## src/rtl/adc_scan_ctrl_if.sv

```systemverilog
// Signal bundle between adc_scan_ctrl (slave) and its configuration/sequencer side (master).
// START/STOP are one-cycle requests sampled on the clock edge; SEQ_START is a one-cycle trigger and SEQ_DONE is a level the sequencer raises once per conversion.
interface adc_scan_ctrl_if #(
    parameter int SCAN_CNT_BITS = 16,
    parameter int PERIOD_BITS   = 16
);
    logic                     START;
    logic                     STOP;
    logic [7:0]               CHAN_MASK;
    logic [SCAN_CNT_BITS-1:0] NUM_SCANS;
    logic [7:0]               SETTLE;
    logic [PERIOD_BITS-1:0]   PERIOD;
    logic                     SEQ_DONE;
    logic [2:0]               SEL;
    logic                     SEQ_START;
    logic                     BUSY;
    logic                     DONE;
    logic [SCAN_CNT_BITS-1:0] SCAN_CNT;
    logic                     OVERRUN;
    logic                     TIMEOUT_ERR;
    logic [2:0]               state_dbg;

    modport master (
        output START, STOP, CHAN_MASK, NUM_SCANS, SETTLE, PERIOD, SEQ_DONE,
        input  SEL, SEQ_START, BUSY, DONE, SCAN_CNT, OVERRUN, TIMEOUT_ERR, state_dbg
    );

    modport slave (
        input  START, STOP, CHAN_MASK, NUM_SCANS, SETTLE, PERIOD, SEQ_DONE,
        output SEL, SEQ_START, BUSY, DONE, SCAN_CNT, OVERRUN, TIMEOUT_ERR, state_dbg
    );
endinterface

```

## src/rtl/adc_scan_ctrl.sv

```systemverilog
// ADC01 conversion scheduler: steps SEL through a channel mask, triggers and paces conversions, counts scans.
// Optional SEQ_DONE watchdog compiled in with ADC_SCAN_TIMEOUT_EN; otherwise TIMEOUT_ERR stays 0.
module adc_scan_ctrl #(
    parameter int SCAN_CNT_BITS = 16,
    parameter int PERIOD_BITS   = 16,
    parameter int TIMEOUT       = 65535
) (
    input  logic           BUS_CLK,
    input  logic           BUS_RST,
    adc_scan_ctrl_if.slave bus
);
    typedef enum logic [2:0] {
        S_IDLE, S_SELECT, S_SETTLE, S_TRIG, S_WAIT_DONE, S_PACE
    } state_e;

    localparam int CW      = ((PERIOD_BITS > 8) ? PERIOD_BITS : 8) + 2;
    localparam int WD_BITS = $clog2(TIMEOUT + 1);
`ifdef ADC_SCAN_TIMEOUT_EN
    localparam bit WD_EN = 1'b1;
`else
    localparam bit WD_EN = 1'b0;
`endif

    state_e                   state_q, state_d;
    logic [7:0]               mask_q, mask_d;
    logic [SCAN_CNT_BITS-1:0] num_q, num_d;
    logic [7:0]               settle_q, settle_d;
    logic [PERIOD_BITS-1:0]   period_q, period_d;
    logic [3:0]               ptr_q, ptr_d;
    logic [7:0]               settle_cnt_q, settle_cnt_d;
    logic [PERIOD_BITS-1:0]   per_cnt_q, per_cnt_d;
    logic [WD_BITS-1:0]       wd_q, wd_d;
    logic                     stop_pend_q, stop_pend_d;
    logic [2:0]               sel_q, sel_d;
    logic                     seq_start_q, seq_start_d;
    logic                     busy_q, busy_d;
    logic                     done_q, done_d;
    logic [SCAN_CNT_BITS-1:0] scan_cnt_q, scan_cnt_d;
    logic                     overrun_q, overrun_d;
    logic                     timeout_err_q, timeout_err_d;

    logic [2:0]               next_ch;
    logic                     more_ch;
    logic [PERIOD_BITS-1:0]   per_inc;
    logic                     pace_ok;

    // Lowest enabled channel at or above the pointer.
    always_comb begin
        next_ch = '0;
        more_ch = 1'b0;
        for (int i = 7; i >= 0; i--) begin
            if (mask_q[i] && (4'(i) >= ptr_q)) begin
                next_ch = 3'(i);
                more_ch = 1'b1;
            end
        end
    end

    assign per_inc = (per_cnt_q == '1) ? per_cnt_q : per_cnt_q + PERIOD_BITS'(1);
    // Release pacing early by the SELECT + SETTLE + TRIG overhead so trigger spacing equals PERIOD.
    assign pace_ok = (CW'(per_cnt_q) + CW'(settle_q) + CW'(2)) >= CW'(period_q);

    always_comb begin
        state_d       = state_q;
        mask_d        = mask_q;
        num_d         = num_q;
        settle_d      = settle_q;
        period_d      = period_q;
        ptr_d         = ptr_q;
        settle_cnt_d  = settle_cnt_q;
        per_cnt_d     = per_cnt_q;
        wd_d          = wd_q;
        stop_pend_d   = stop_pend_q;
        sel_d         = sel_q;
        done_d        = 1'b0;
        scan_cnt_d    = scan_cnt_q;
        overrun_d     = overrun_q;
        timeout_err_d = timeout_err_q;

        case (state_q)
            S_IDLE: begin
                if (bus.START && (bus.CHAN_MASK != 8'd0)) begin
                    mask_d        = bus.CHAN_MASK;
                    num_d         = bus.NUM_SCANS;
                    settle_d      = bus.SETTLE;
                    period_d      = bus.PERIOD;
                    scan_cnt_d    = '0;
                    overrun_d     = 1'b0;
                    timeout_err_d = 1'b0;
                    ptr_d         = '0;
                    state_d       = S_SELECT;
                end
            end
            S_SELECT: begin
                if (bus.STOP) begin
                    state_d = S_IDLE;
                end else begin
                    sel_d        = next_ch;
                    ptr_d        = {1'b0, next_ch} + 4'd1;
                    settle_cnt_d = 8'd1;
                    state_d      = (settle_q == 8'd0) ? S_TRIG : S_SETTLE;
                end
            end
            S_SETTLE: begin
                if (bus.STOP) begin
                    state_d = S_IDLE;
                end else if (settle_cnt_q == settle_q) begin
                    state_d = S_TRIG;
                end else begin
                    settle_cnt_d = settle_cnt_q + 8'd1;
                end
            end
            S_TRIG: begin
                per_cnt_d = PERIOD_BITS'(1);
                wd_d      = WD_BITS'(1);
                if (bus.STOP) stop_pend_d = 1'b1;
                state_d = S_WAIT_DONE;
            end
            S_WAIT_DONE: begin
                per_cnt_d = per_inc;
                if (wd_q < WD_BITS'(TIMEOUT)) wd_d = wd_q + WD_BITS'(1);
                if (bus.STOP) stop_pend_d = 1'b1;
                if (bus.SEQ_DONE) begin
                    if (per_cnt_q > period_q) overrun_d = 1'b1;
                    state_d = (stop_pend_q || bus.STOP) ? S_IDLE : S_PACE;
                end else if (WD_EN && (wd_q >= WD_BITS'(TIMEOUT))) begin
                    timeout_err_d = 1'b1;
                    state_d       = S_IDLE;
                end
            end
            S_PACE: begin
                per_cnt_d = per_inc;
                if (bus.STOP) begin
                    state_d = S_IDLE;
                end else if (pace_ok) begin
                    if (more_ch) begin
                        state_d = S_SELECT;
                    end else begin
                        scan_cnt_d = scan_cnt_q + SCAN_CNT_BITS'(1);
                        ptr_d      = '0;
                        if ((num_q != '0) && (scan_cnt_d == num_q)) begin
                            done_d  = 1'b1;
                            state_d = S_IDLE;
                        end else begin
                            state_d = S_SELECT;
                        end
                    end
                end
            end
            default: state_d = S_IDLE;
        endcase

        if (state_d == S_IDLE) stop_pend_d = 1'b0;
        // Outputs are registered from the next state so they line up with the state they describe.
        seq_start_d = (state_d == S_TRIG);
        busy_d      = (state_d != S_IDLE);
    end

    always_ff @(posedge BUS_CLK or posedge BUS_RST) begin
        if (BUS_RST) begin
            state_q       <= S_IDLE;
            mask_q        <= '0;
            num_q         <= '0;
            settle_q      <= '0;
            period_q      <= '0;
            ptr_q         <= '0;
            settle_cnt_q  <= '0;
            per_cnt_q     <= '0;
            wd_q          <= '0;
            stop_pend_q   <= 1'b0;
            sel_q         <= '0;
            seq_start_q   <= 1'b0;
            busy_q        <= 1'b0;
            done_q        <= 1'b0;
            scan_cnt_q    <= '0;
            overrun_q     <= 1'b0;
            timeout_err_q <= 1'b0;
        end else begin
            state_q       <= state_d;
            mask_q        <= mask_d;
            num_q         <= num_d;
            settle_q      <= settle_d;
            period_q      <= period_d;
            ptr_q         <= ptr_d;
            settle_cnt_q  <= settle_cnt_d;
            per_cnt_q     <= per_cnt_d;
            wd_q          <= wd_d;
            stop_pend_q   <= stop_pend_d;
            sel_q         <= sel_d;
            seq_start_q   <= seq_start_d;
            busy_q        <= busy_d;
            done_q        <= done_d;
            scan_cnt_q    <= scan_cnt_d;
            overrun_q     <= overrun_d;
            timeout_err_q <= timeout_err_d;
        end
    end

    assign bus.SEL         = sel_q;
    assign bus.SEQ_START   = seq_start_q;
    assign bus.BUSY        = busy_q;
    assign bus.DONE        = done_q;
    assign bus.SCAN_CNT    = scan_cnt_q;
    assign bus.OVERRUN     = overrun_q;
    assign bus.TIMEOUT_ERR = timeout_err_q;
    assign bus.state_dbg   = state_q;
endmodule

```

## src/flat_wrapper.sv

```systemverilog
// flat-port wrapper written by rule: the top's interface ports become plain ports
module adc_scan_ctrl_flat 
#(
    parameter int SCAN_CNT_BITS = 16,
    parameter int PERIOD_BITS   = 16,
    parameter int TIMEOUT       = 65535
)
  (BUS_CLK, BUS_RST, bus_START, bus_STOP, bus_CHAN_MASK, bus_NUM_SCANS, bus_SETTLE, bus_PERIOD, bus_SEQ_DONE, bus_SEL, bus_SEQ_START, bus_BUSY, bus_DONE, bus_SCAN_CNT, bus_OVERRUN, bus_TIMEOUT_ERR, bus_state_dbg);
  adc_scan_ctrl_if #(.SCAN_CNT_BITS(SCAN_CNT_BITS), .PERIOD_BITS(PERIOD_BITS)) bus_i ();
  input  logic BUS_CLK;
  input  logic BUS_RST;
  input wire logic [$bits(bus_i.START)-1:0] bus_START;
  input wire logic [$bits(bus_i.STOP)-1:0] bus_STOP;
  input wire logic [$bits(bus_i.CHAN_MASK)-1:0] bus_CHAN_MASK;
  input wire logic [$bits(bus_i.NUM_SCANS)-1:0] bus_NUM_SCANS;
  input wire logic [$bits(bus_i.SETTLE)-1:0] bus_SETTLE;
  input wire logic [$bits(bus_i.PERIOD)-1:0] bus_PERIOD;
  input wire logic [$bits(bus_i.SEQ_DONE)-1:0] bus_SEQ_DONE;
  output wire logic [$bits(bus_i.SEL)-1:0] bus_SEL;
  output wire logic [$bits(bus_i.SEQ_START)-1:0] bus_SEQ_START;
  output wire logic [$bits(bus_i.BUSY)-1:0] bus_BUSY;
  output wire logic [$bits(bus_i.DONE)-1:0] bus_DONE;
  output wire logic [$bits(bus_i.SCAN_CNT)-1:0] bus_SCAN_CNT;
  output wire logic [$bits(bus_i.OVERRUN)-1:0] bus_OVERRUN;
  output wire logic [$bits(bus_i.TIMEOUT_ERR)-1:0] bus_TIMEOUT_ERR;
  output wire logic [$bits(bus_i.state_dbg)-1:0] bus_state_dbg;
  assign bus_i.START = bus_START;
  assign bus_i.STOP = bus_STOP;
  assign bus_i.CHAN_MASK = bus_CHAN_MASK;
  assign bus_i.NUM_SCANS = bus_NUM_SCANS;
  assign bus_i.SETTLE = bus_SETTLE;
  assign bus_i.PERIOD = bus_PERIOD;
  assign bus_i.SEQ_DONE = bus_SEQ_DONE;
  assign bus_SEL = bus_i.SEL;
  assign bus_SEQ_START = bus_i.SEQ_START;
  assign bus_BUSY = bus_i.BUSY;
  assign bus_DONE = bus_i.DONE;
  assign bus_SCAN_CNT = bus_i.SCAN_CNT;
  assign bus_OVERRUN = bus_i.OVERRUN;
  assign bus_TIMEOUT_ERR = bus_i.TIMEOUT_ERR;
  assign bus_state_dbg = bus_i.state_dbg;
  adc_scan_ctrl #(.SCAN_CNT_BITS(SCAN_CNT_BITS), .PERIOD_BITS(PERIOD_BITS), .TIMEOUT(TIMEOUT)) u_core (.BUS_CLK(BUS_CLK), .BUS_RST(BUS_RST), .bus(bus_i));
endmodule
```

## config.mk

```make
export PLATFORM = sky130hd
export DESIGN_NAME = adc_scan_ctrl_flat
export DESIGN_NICKNAME = d
export VERILOG_FILES = /design/src/rtl/adc_scan_ctrl_if.sv /design/src/rtl/adc_scan_ctrl.sv /design/src/flat_wrapper.sv
export SDC_FILE = /design/constraint.sdc
export NUM_CORES = 1
export LEC_CHECK = 0
export ABC_AREA = 1
export CAP_MARGIN = 20
export CORE_ASPECT_RATIO = 1.4
export CORE_MARGIN = 1.5
export CORE_UTILIZATION = 29
export DETAILED_ROUTE_END_ITERATION = 7
export PLACE_DENSITY_LB_ADDON = 0.2
export REMOVE_ABC_BUFFERS = 1
export SLEW_MARGIN = 20
export SYNTH_ARGS = -nofsm -noshare
export SYNTH_HDL_FRONTEND = slang
export SYNTH_SLANG_ARGS = --single-unit
```

## constraint.sdc

```tcl
create_clock -name BUS_CLK -period 8.8 [get_ports BUS_CLK]
set_input_delay 0.88 -clock BUS_CLK [delete_from_list [all_inputs] [get_ports BUS_CLK]]
set_output_delay 0.88 -clock BUS_CLK [all_outputs]
set_load 0.03 [all_outputs]
```

**Word-level counts from Yosys, hierarchy flattened**

Index checks and enable logic that the tools add are counted.

- Flip-flop bits (word level): 103

- Add/sub/neg operators: 6
- Order comparisons: 10
- Equality and inequality tests: 19
- Mux-type cells: 57
- Bitwise operators: 1
- Reductions and logical operators: 34

Operators with widths:

| kind | number |
|---|---|
| 16-bit 2-to-1 mux | 5 |
| 16-bit one-hot mux with 2 select lines | 2 |
| 3-bit 2-to-1 mux | 17 |
| 16-bit by 1-bit adder with 16-bit output, second input constant | 2 |
| 8-bit 2-to-1 mux | 3 |
| 1-bit 2-to-1 mux | 21 |
| 4-bit 2-to-1 mux | 5 |
| 18-bit by 2-bit adder with 18-bit output, second input constant | 1 |
| 18-bit by 16-bit greater-or-equal comparator with 1-bit output | 1 |
| 3-bit one-hot mux with 6 select lines | 1 |
| 16-bit by 8-bit adder with 17-bit output | 1 |
| 16-bit == test | 1 |
| 16-bit == test, second input constant | 1 |
| 3-bit by 4-bit greater-or-equal comparator with 1-bit output, first input constant | 4 |
| 16-bit > comparator | 1 |
| 8-bit one-hot mux with 2 select lines | 1 |
| 16-bit nonzero test | 1 |
| 2-bit inequality test, second input constant | 7 |
| 4-bit one-hot mux with 3 select lines | 1 |
| 2-bit nonzero test | 6 |
| 1-bit logical AND | 10 |
| 3-bit by 2-bit == test with 1-bit output, second input constant | 3 |
| 8-bit by 1-bit adder with 8-bit output, second input constant | 1 |
| 8-bit == test | 1 |
| 18 further kinds | 30 |

**Depth between registers and ports, before layout**

Gate-level depths: netlist of the first run.

- Word-level depth: 17
- Gate-level depth with buffers: 31
- Gate-level depth less buffers: 31

**Least setup slack after synthesis of the first run**

No wires, ideal clock.

- Path type: flip-flop to flip-flop
- From: register u_core.per_cnt_q[0]
- To: register u_core.scan_cnt_q[8] (netlist: u_core.bus.SCAN_CNT[8])
- Arrival time: 3.621 ns
- Slack: 5.060 ns
- Cell stages (with the launch flop): 27
- Buffers on the path: 1
- Clock period less this slack: 3.740 ns
- Cells stage by stage: dfrtp_1 > ha_1 > inv_1 > fa_1 > inv_1 > ha_1 > nand4_1 > nor2_1 > nand3_1 > nor3_2 > nand2_1 > nor2_1 > xor2_1 > ha_1 > nand2_1 > nor2_1 > a211oi_1 > nand2_1 > nand2_1 > nand3_1 > nor2_1 > nand3_2 > nand4_2 > clkinv_2 > buf_12 > nand2_2 > nand2_1

- Longest elaborated chain between the ends: 5

Ends and longest elaborated chain:

| item | line | RTL |
|---|---|---|
| from (decl) | adc_scan_ctrl.sv:31 | `logic [PERIOD_BITS-1:0] per_cnt_q, per_cnt_d;` |
| from (signal assigned) | adc_scan_ctrl.sv:186 | `per_cnt_q <= per_cnt_d;` |
| 16-bit by 8-bit adder with 17-bit output | adc_scan_ctrl.sv:61 | `assign pace_ok = (CW'(per_cnt_q) + CW'(settle_q) + CW'(2)) >= CW'(period_q);` |
| 18-bit by 2-bit adder with 18-bit output | adc_scan_ctrl.sv:61 |  |
| 18-bit by 16-bit greater-or-equal comparator with 1-bit output | adc_scan_ctrl.sv:61 |  |
| 2-bit by 1-bit inequality test with 1-bit output (no line) | -- |  |
| 5-bit AND reduction (no line) | -- |  |
| to (signal assigned) | adc_scan_ctrl.sv:193 | `scan_cnt_q <= scan_cnt_d;` |
| to (decl) | adc_scan_ctrl.sv:38 | `logic [SCAN_CNT_BITS-1:0] scan_cnt_q, scan_cnt_d;` |

Every way passes these cells.
A chain may end at the register's enable or synchronous reset.

**Final worst setup path of the first run**

- From: register u_core.per_cnt_q[0]
- To: register u_core.scan_cnt_q[15] (netlist: u_core.bus.SCAN_CNT[15])

Same word-level chain as after synthesis.

==> results of run 1 <==
-- flip-flops by register name, summed over array words and instances, names as in the netlist --
signal	flops
u_core.bus.BUSY	1
u_core.stop_pend_q	1
u_core.bus.DONE	1
u_core.mask_q	8
u_core.bus.SEQ_START	1
u_core.bus.SCAN_CNT	16
u_core.ptr_q	4
u_core.bus.SEL	3
u_core.period_q	16
u_core.settle_q	8
u_core.bus.OVERRUN	1
u_core.bus.state_dbg	3
u_core.per_cnt_q	16
u_core.settle_cnt_q	8
u_core.num_q	16
-- critical path, cell delays in order, from the launching register on --
cell	delay, ns
dfrtp_1	0.41
ha_1	0.24
inv_1	0.07
fa_1	0.38
nand2_1	0.08
nand2_1	0.08
inv_1	0.06
ha_1	0.18
nand4_1	0.14
nor2_1	0.15
nand3_1	0.14
nor3_2	0.16
nand2_1	0.11
nor2_1	0.12
xor2_1	0.17
ha_1	0.27
nand2_1	0.07
nor2_1	0.04
a211oi_1	0.17
nand2_1	0.08
nand2_1	0.06
nand3_1	0.07
nor2_1	0.29
nand3_2	0.14
nand4_2	0.10
clkinv_2	0.26
nand2_1	0.15
nand2_1	0.06
-- power by group --
group	internal, mW	total [mW]	switching (mW)
combinational	0.405	1.19	0.781
sequential	0.615	0.711	0.0961
clock	0.208	0.417	0.208
-- layout make-up --
cell class | instances | area (µm²) | share of cell area
Timing Repair Buffer | 80 | 795.8 | 0.09097
Clock buffer | 10 | 239.0 | 0.02732
Inverter | 171 | 645.6 | 0.07381
Clock inverter | 6 | 60.06 | 0.006866
Tap cell | 315 | 394.1 | 0.04506
Sequential cell | 103 | 2577 | 0.2947
Multi-Input combinational cell | 765 | 4035 | 0.4613
-- worst paths after layout --
| kind | start | end | slack, ns |
|---|---|---|---|
| max | u_core.per_cnt_q[0] | u_core.bus.SCAN_CNT[15] | 4.44 |
| min | u_core.mask_q[1] | u_core.mask_q[1] | 0.48 |
| max reg2reg | u_core.per_cnt_q[0] | u_core.bus.SCAN_CNT[15] | 4.44 |
| min reg2reg | u_core.mask_q[1] | u_core.mask_q[1] | 0.48 |
| max in group asynchronous | BUS_RST | u_core.per_cnt_q[0] | 6.59 |
| min in group asynchronous | BUS_RST | u_core.period_q[12] | 0.98 |
-- synthesized netlist by cell type (all sizes together) (4+ instances only) --
library cell and n:
xor2 17, nand3 69, o22ai 9, inv 168, nor3 30, a21oi 25
nor2 81, nand4 25, dfrtp 103, nand2 363, xnor2 8, and2 4
clkbuf 11, o21ai 64, ha 45, buf 6
-- stage by stage --
stage / area [µm²] / setup slack, ns / std cells
finish: 8747 / 4.435 / 1450
global route: 8747 / 3.937 / 1450
CTS: 8747 / 4.407 / 1450
detailed placement: 8448 / 4.446 / 1434
global placement: 8448 / 4.550 / 1434
floorplan: 7248 / 4.281 / 1039
-- cells by family (layout without fill, tap and decap cells) --
logic type,after synthesis,in the layout,synth area share
XOR/XNOR,26,26,0.03288
adder cells (fa/ha/maj),46,46,0.07940
AO/OA/AOI/OAI,110,110,0.08094
flip-flops,103,103,0.3510
other,1,1,0.0005107
AND/OR/NAND/NOR,582,582,0.3547
buffers and inverters,188,267,0.1005
-- per-layer routing --
metal,vias up,track usage
met3,29,0.01618
met5,-,0
li1,3501,-
met2,122,0.2819
met4,0,0.05668
met1,3087,0.2060
-- layout by cell type (no fill, tap or decap), types with 3 or more instances in the layout --
master           netlist  routed
nand2_2               21      21
nor4_1                 3       3
nor3_2                 4       4
clkbuf_16              0       9
o31ai_1                3       3
nand2_1              340     340
and2_1                 4       4
xor2_1                17      17
nand4_1               22      22
o21ai_0               58      58
ha_1                  45      45
nand3b_1               3       3
nor3_1                25      25
nand3_2                5       5
inv_2                  5       5
a21oi_1               25      25
xnor2_1                8       8
o21ai_1                6       6
nor2_2                 7       7
clkdlybuf4s50_1        0      78
nand3_1               64      64
inv_8                  0       3
inv_1                163     162
o211ai_1               3       3
o22ai_1                9       9
dfrtp_1              103     103
nor2_1                72      71
==> flow_metrics.tcl, run 1 <==
set metrics [dict create \
    grt_start_max_net_pins 60 \
    utilization 0.3533 \
    syn_area_um2 7343 \
    syn2layout_area_growth_pct 19.12 \
    syn_area_per_cell_um2 6.954 \
    pin_count 80 \
    drive_gt1_frac 0.06432 \
    cp-end-kind "register" \
    drc 0 \
    slew_violations 0 \
    power_density_nw_per_um2 264.5 \
    setup_tns_ns 0 \
    synth_top_area_frac 0.3510 \
    via_count 6739 \
    min_path_cells 2 \
    startpoint_type "register" \
    maxCapViolCount 0 \
    critical_path_required_ns 9.05 \
    clockBufferDepth 2 \
    dieArea_um2 26300 \
    core-area_um2 24760 \
    grt_pass1_wl_um 33190 \
    worstSetupPathType "register to register" \
    die_x_um 137.5 \
    initial_core_util 0.2966 \
    cts-root-buf "clkbuf_16" \
    rsz0062_at_grt "no" \
    gp_congestion 0.8987 \
    cp_max_fo 16 \
    track_usage 0.1620 \
    grt-ovfl-total 0 \
    cts.sinks 103 \
    dp_hpwl_um 16290 \
    hold_buffers 0 \
    clk_pin_slew_ns 0.08 \
    n_fill_cell 2625 \
    postCtsSetupBuffers 0 \
    maxSlewHeadroom 0.4641 \
    synth_ff_type "dfrtp_1" \
    wirelength_um 20660 \
    ys_types 48 \
    hold_path.class "register to register" \
    setup_viol 0 \
    layout_worst_path_cycle_share 0.4960 \
    cp.arrival_ns 4.62 \
    synth_top_area_cell "dfrtp_1" \
    fin_skew_ns 0.01778 \
    hold_ws_ns 0.4767 \
    total_power_mw 2.314 \
    ant_nets 0 \
    reg2regPathDepth 27 \
    async_flop_share 1.000 \
    cts_tree "done" \
    dr.max_layer_used "met4" \
    fmax_ghz 0.2291 \
    worst_pin_slew_ns 0.8038 \
    nets 1229 \
    status "finished, final reports clean" \
    met2_length_um 10260 \
    rows 68 \
    m1WireLength_um 9375 \
    synthesis.instances 1056 \
    yosysWarnings 0 \
    fin_crit_ns 4.365 \
    clkLatencyLatePin_ns 0.36 \
    synthTopCellsByArea "dfrtp_1 35%, nand2_1 17%, inv_1 8.3%" \
    io_buffer_count 78 \
    synth_edf_count 0 \
    ys_seq_area_frac 0.3510 \
    avgViaCountPerCell 4.648 \
    drt-wirelength-per-cell_um 14.25 \
    vdd_drop_max_mv 0.1045 \
    wl_met3_um 610 \
    grt_pass1_vias 6456 \
    cts_resized 0 \
    dr.first_iter.drc_count 313 \
    dieHeight_um 191.3 \
    yosys_register_bits 103 \
    grt_antenna_before_repair 0 \
    leakage_nw 4.407 \
    htree_levels 3 \
    first_pass_iters 6 \
    antenna-diode-count 0 \
    cts_buffers 9 \
    hold_violations 0 \
]
Power figures use the tool's default switching activity.
==> inputs of run 2 (changes only) <==
- clock period: 8.8 -> 4.2 ns (I/O delays scaled with it)
==> run 2 against run 1 <==
  * Worst setup slack got worse by 4.2 ns
  * Critical path depth is the same
  * Power grew 120%
  * Hold slack got worse by 0.0025 ns
  * Flip-flop and latch count did not move
  * Die area did not move
  * Via count shrank 0.39%
  * Sequential share of layout area fell by 0.89 points
  * Clock power up 110%
  * Critical path type unchanged
==> flow_metrics.tcl, run 2 (synthesized netlist as in run 1, its figures left out) <==
set metrics [dict create \
    clkPwrFrac 0.173 \
    nets 1239 \
    grt_pass1_wl_um 33820 \
    setup_viol 0 \
    dr.first_iter.drc_count 344 \
    seqPwrFrac 0.295 \
    switching_share 0.4707 \
    drc 0 \
    setup_tns_ns 0 \
    grt_antenna_before_repair 0 \
    dieHeight_um 191.3 \
    clockBufferDepth 2 \
    vdd_drop_max_mv 0.2211 \
    grt_start_max_net_pins 60 \
    wirelength_um 21110 \
    die_x_um 137.5 \
    total_power_mw 5.087 \
    avgViaCountPerCell 4.598 \
    gp_congestion 0.8799 \
    clk_pin_slew_ns 0.09 \
    final_common_cell "nand2_1" \
    power_switching_mw 2.394 \
    layout_worst_path_cycle_share 0.9524 \
    drive_gt1_frac 0.1004 \
    worst_pin_slew_ns 0.8162 \
    fin_skew_ns 0.01431 \
    via_count 6713 \
    rrSetupSlack_ns 0.20 \
    critical_path_required_ns 4.51 \
    status "finished, final reports clean" \
    io_buffer_count 78 \
    maxCapViolCount 0 \
    rows 68 \
    grt_pass1_vias 6517 \
    cp-end-kind "register" \
    ant_nets 0 \
    first_pass_iters 5 \
    maxSlewHeadroom 0.4559 \
    power_density_nw_per_um2 564.0 \
    hold_violations 0 \
    cp_max_fo 8 \
    cts_buffers 9 \
    hold_buffers 0 \
    cp.arrival_ns 4.31 \
    grt-ovfl-total 0 \
    dieArea_um2 26300 \
    final_cell_mix "328 x nand2_1, 158 x inv_1, 103 x dfrtp_1, 78 x clkdlybuf4s50_1, 67 x nor2_1" \
    leakage_nw 4.507 \
    internal-power_mw 2.693 \
    drt-wirelength-per-cell_um 14.46 \
    initial_core_util 0.2966 \
    startpoint_type "register" \
    fin_crit_ns 4.000 \
    htree_levels 3 \
    cts-root-buf "clkbuf_16" \
    antenna-diode-count 0 \
    clkLatencyLatePin_ns 0.37 \
    syn2layout_area_growth_pct 22.83 \
    hold_path.class "register to register" \
    combPwrFrac 0.532 \
    track_usage 0.1673 \
    cts.sinks 103 \
    pin_count 80 \
    cts_tree "done" \
    rsz0062_at_grt "yes" \
    core-area_um2 24760 \
    worstSetupPathType "register to register" \
    dp_hpwl_um 16460 \
    fmax_ghz 0.2500 \
    slew_violations 0 \
]
[run 2: cell types whose count changed in the layout (fill, tap and decap cells not counted), moves of 3 or more]
cell,delta
buf_4,+6
ha_1,-5
ha_4,+3
inv_1,-4
inv_2,+4
nand2_1,-12
nand2_2,+12
nand3_1,-3
nor2_1,-4
[run 2: worst paths after layout]
kind | from | to | depth (start not counted)
setup / recovery | u_core.per_cnt_q[0] | u_core.bus.SCAN_CNT[3] | 27
hold / removal | u_core.mask_q[4] | u_core.mask_q[4] | 2
setup reg to reg | u_core.per_cnt_q[0] | u_core.bus.SCAN_CNT[3] | 27
hold reg to reg | u_core.mask_q[4] | u_core.mask_q[4] | 2
max in group asynchronous | BUS_RST | u_core.settle_cnt_q[7] | 3
min in group asynchronous | BUS_RST | u_core.per_cnt_q[15] | 2
[run 2: power by group through the flow]
stage | combinational, mW | clock [mW] | sequential [mW]
floorplan | 1.74 | 0 | 1.50
global placement | 2.49 | 0 | 1.51
detailed placement | 2.53 | 0 | 1.51
CTS | 2.59 | 0.906 | 1.50
global route | 3.08 | 0.946 | 1.54
finish | 2.71 | 0.880 | 1.50
[run 2: through the flow]
stage          hold WS [ns]  setup WS, ns  std cells    util  cell area [µm²]
2_1_floorplan        0.4422       -0.2287       1039       -             7248
3_3_place_gp         0.4570        0.1442       1439  0.3437             8511
3_5_place_dp         0.4586       0.03536       1439  0.3437             8511
4_1_cts              0.4796     0.0008615       1456  0.3574             8850
5_1_grt              0.5153      -0.06874       1460  0.3643             9020
6_report             0.4742        0.1998       1460  0.3643             9020
[run 2: final cells by class]
class / instances / area (µm²)
clock inverter: 6 / 62.56
timing repair buffer: 89 / 892.1
tap: 315 / 394.1
multi-input combinational: 766 / 4209
clock buffer: 10 / 239.0
fill: 2641 / 15740
sequential: 103 / 2577
inverter: 171 / 645.6
[run 2: what timing repair did]
action | in CTS | in global routing
setup endpoints to repair | 2 | 26
setup buffers | 0 | 4
resized for setup | 3 | 41
cloned | 1 | 0
pin swaps | 1 | 24
[run 2: layer usage]
metal,global-route usage,vias up,routed length (µm)
li1,-,3524,-
met1,0.2057,3060,9231
met2,0.2975,106,10790
met3,0.02095,23,680
met4,0.05628,0,408
met5,0,-,0
[run 2: worst max-delay path: stages, from the launching register on]
cell and delay (ns):
dfrtp_1 0.44, ha_4 0.17, inv_2 0.04, fa_2 0.37, nand2_2 0.09, nand2_2 0.07, inv_2 0.06, ha_4 0.12
nand4_1 0.13, nor2_2 0.18, nand3_2 0.13, nor3_4 0.20, nand2_2 0.11, nor2_2 0.13, xor2_1 0.16, ha_1 0.28
nand2_1 0.09, nor2_1 0.05, a211oi_2 0.14, nand2_1 0.07, nand2_1 0.07, nand3_2 0.08, nor2_4 0.14, buf_6 0.12
nand4_4 0.15, nand4_4 0.21, nand2_1 0.07, nand2_1 0.06
==> RTL change, RTL diff (settings of run 2) <==
Set the localparam `WD_EN` to 1'b1 (it was 1'b0).
--- a/src/rtl/adc_scan_ctrl.sv
+++ b/src/rtl/adc_scan_ctrl.sv
@@ -18,7 +18,7 @@
 `ifdef ADC_SCAN_TIMEOUT_EN
     localparam bit WD_EN = 1'b1;
 `else
-    localparam bit WD_EN = 1'b0;
+    localparam bit WD_EN = 1'b1;
 `endif
 
     state_e                   state_q, state_d;
Check against the original RTL: same outputs for any inputs over 4 cycles, from zero or initial values and one cycle with BUS_RST high; that may be too few to reach the edited logic, so the function may still have changed.
==> RTL change against run 2 <==
Sequential cell count is 17 higher. Die area grew 12%. Clock power is 77% higher. Routed wire length up 9.0%. Final area grew 16%. Clock skew is 0.0046 ns lower. Total power grew 20%. Setup slack gained 0.021 ns. Via count increased by 13%. Area after synthesis rose by 12%. Critical endpoint unchanged. Largest cell class unchanged. Highest routed layer unchanged.
==> RTL change: results (changes against run 2) <==
[min_path]
min_to=u_core.mask_q[5]
hp-start=u_core.mask_q[5]

[clock_tree]
clkLatencyLatePin_ns=0.43  ; +0.06 ns
clk_pin_slew_worst_paths_ns=0.06  ; -0.03 ns
htreeDepth=4  ; +1
cts_buffers=17  ; +8

[global_route]
grt_usage_pct=16.1  ; -0.68 points
grt_pass1_wl_microns=37300  ; +10%
grt_pass1_vias=7470  ; +15%
grt_max_degree=82  ; +37%

[outcome]
run_status=completed

[final_layout]
n_fill_cell=2967  ; +12%
drive_above_1_share_pct=11.1  ; +1.0 points
n_all_inverters=158  ; -7.6%
multi_input_area_sq_um=4680  ; +11%
nonClockBufferCount=110  ; +24%
clkbuf_count=23  ; +13
final_nets=1369  ; +10%
antenna_cells=0  ; unchanged
clockNetworkAreaShare_pct=6.02  ; +2.7 points
multi_input_area_share_pct=45.0  ; -1.7 points
num-multi-input-gates=862  ; +13%
non_clock_buffer_area_share_pct=10.0  ; +0.13 points
flops_and_latches=120  ; +17%
seqCellArea_sq_um=3000  ; +17%

[place]
placed_cells=1615  ; +12%
portBuffers=79  ; +1.3%
place_area_sq_um=9620  ; +13%
dp_hpwl_microns=17900  ; +9.0%

[sta]
fin_skew_ns=0.00969  ; -0.00462 ns
max_freq_ghz=0.251  ; +0.53%
holdWs_ns=0.487  ; +0.0131 ns
max-slew-margin-rel_pct=49.1  ; +3.5 points

[setup_path]
r2r_cells=26  ; -3.7%
crit_slowest_cell=fa_2
startpoint=u_core.per_cnt_q[0]
arrival_ns=4.30  ; about the same

[routing]
initialDrtViolationCount=379  ; +10%
via_per_inst=4.60  ; +0.13%
vias=7606  ; +13%
wl_microns=23000  ; +9.0%

[synthesis]
synth_compound_gate_area_share_pct=8.46  ; +0.36 points
synth_flop_cell=dfrtp_1
synth.area.top_cells=dfrtp_1 36%, nand2_1 16%, ha_1 7.0%
yosys.area_share.adder_pct=7.23  ; -0.71 points
yosys-top-cells-count=346 x nand2_1, 150 x inv_1, 120 x dfrtp_1
avgSynthCellArea_sq_um=7.12  ; +2.4%
synthXorXnorAreaFrac_pct=4.27  ; +0.98 points

[power_and_ir_drop]
pwr-share-seq_pct=28.3  ; -1.2 points
switching_share_pct=41.8  ; -5.3 points
p_comb_share_pct=46.0  ; -7.2 points
vdd_ir_drop_max_uv=201  ; -9.0%
total_leakage_power_nw=4.99  ; +11%
total_power_mw=6.09  ; +20%

RTL change: changes by cell type after synthesis, sizes merged, moves of 4 or more:
cell / delta
dfrtp: +17
nand2: +13
nand3b: +4
a21oi: +11
nand3: +13
nor2: +36
nor4: +7
xor2: +5
a31oi: +4
xnor2: +5
inv: -10
nand4: -6
RTL change: timing repair:
action | 4_1_cts | 5_1_grt
endpoints found under the setup margin | 20 | 23
cloned | 0 | 1
pin swaps | 0 | 18
setup buffers | 0 | 4
gates resized for setup | 3 | 24
RTL change: routing by layer:
| metal | up-vias | part of all wire (%) | global-route usage, % |
|---|---|---|---|
| met5 | - | 0 | 0 |
| met1 | 3531 | 41 | 17.6 |
| met4 | 0 | 2.1 | 5.83 |
| met2 | 96 | 54 | 30.8 |
| met3 | 21 | 2.3 | 2.63 |
| li1 | 3958 | - | - |
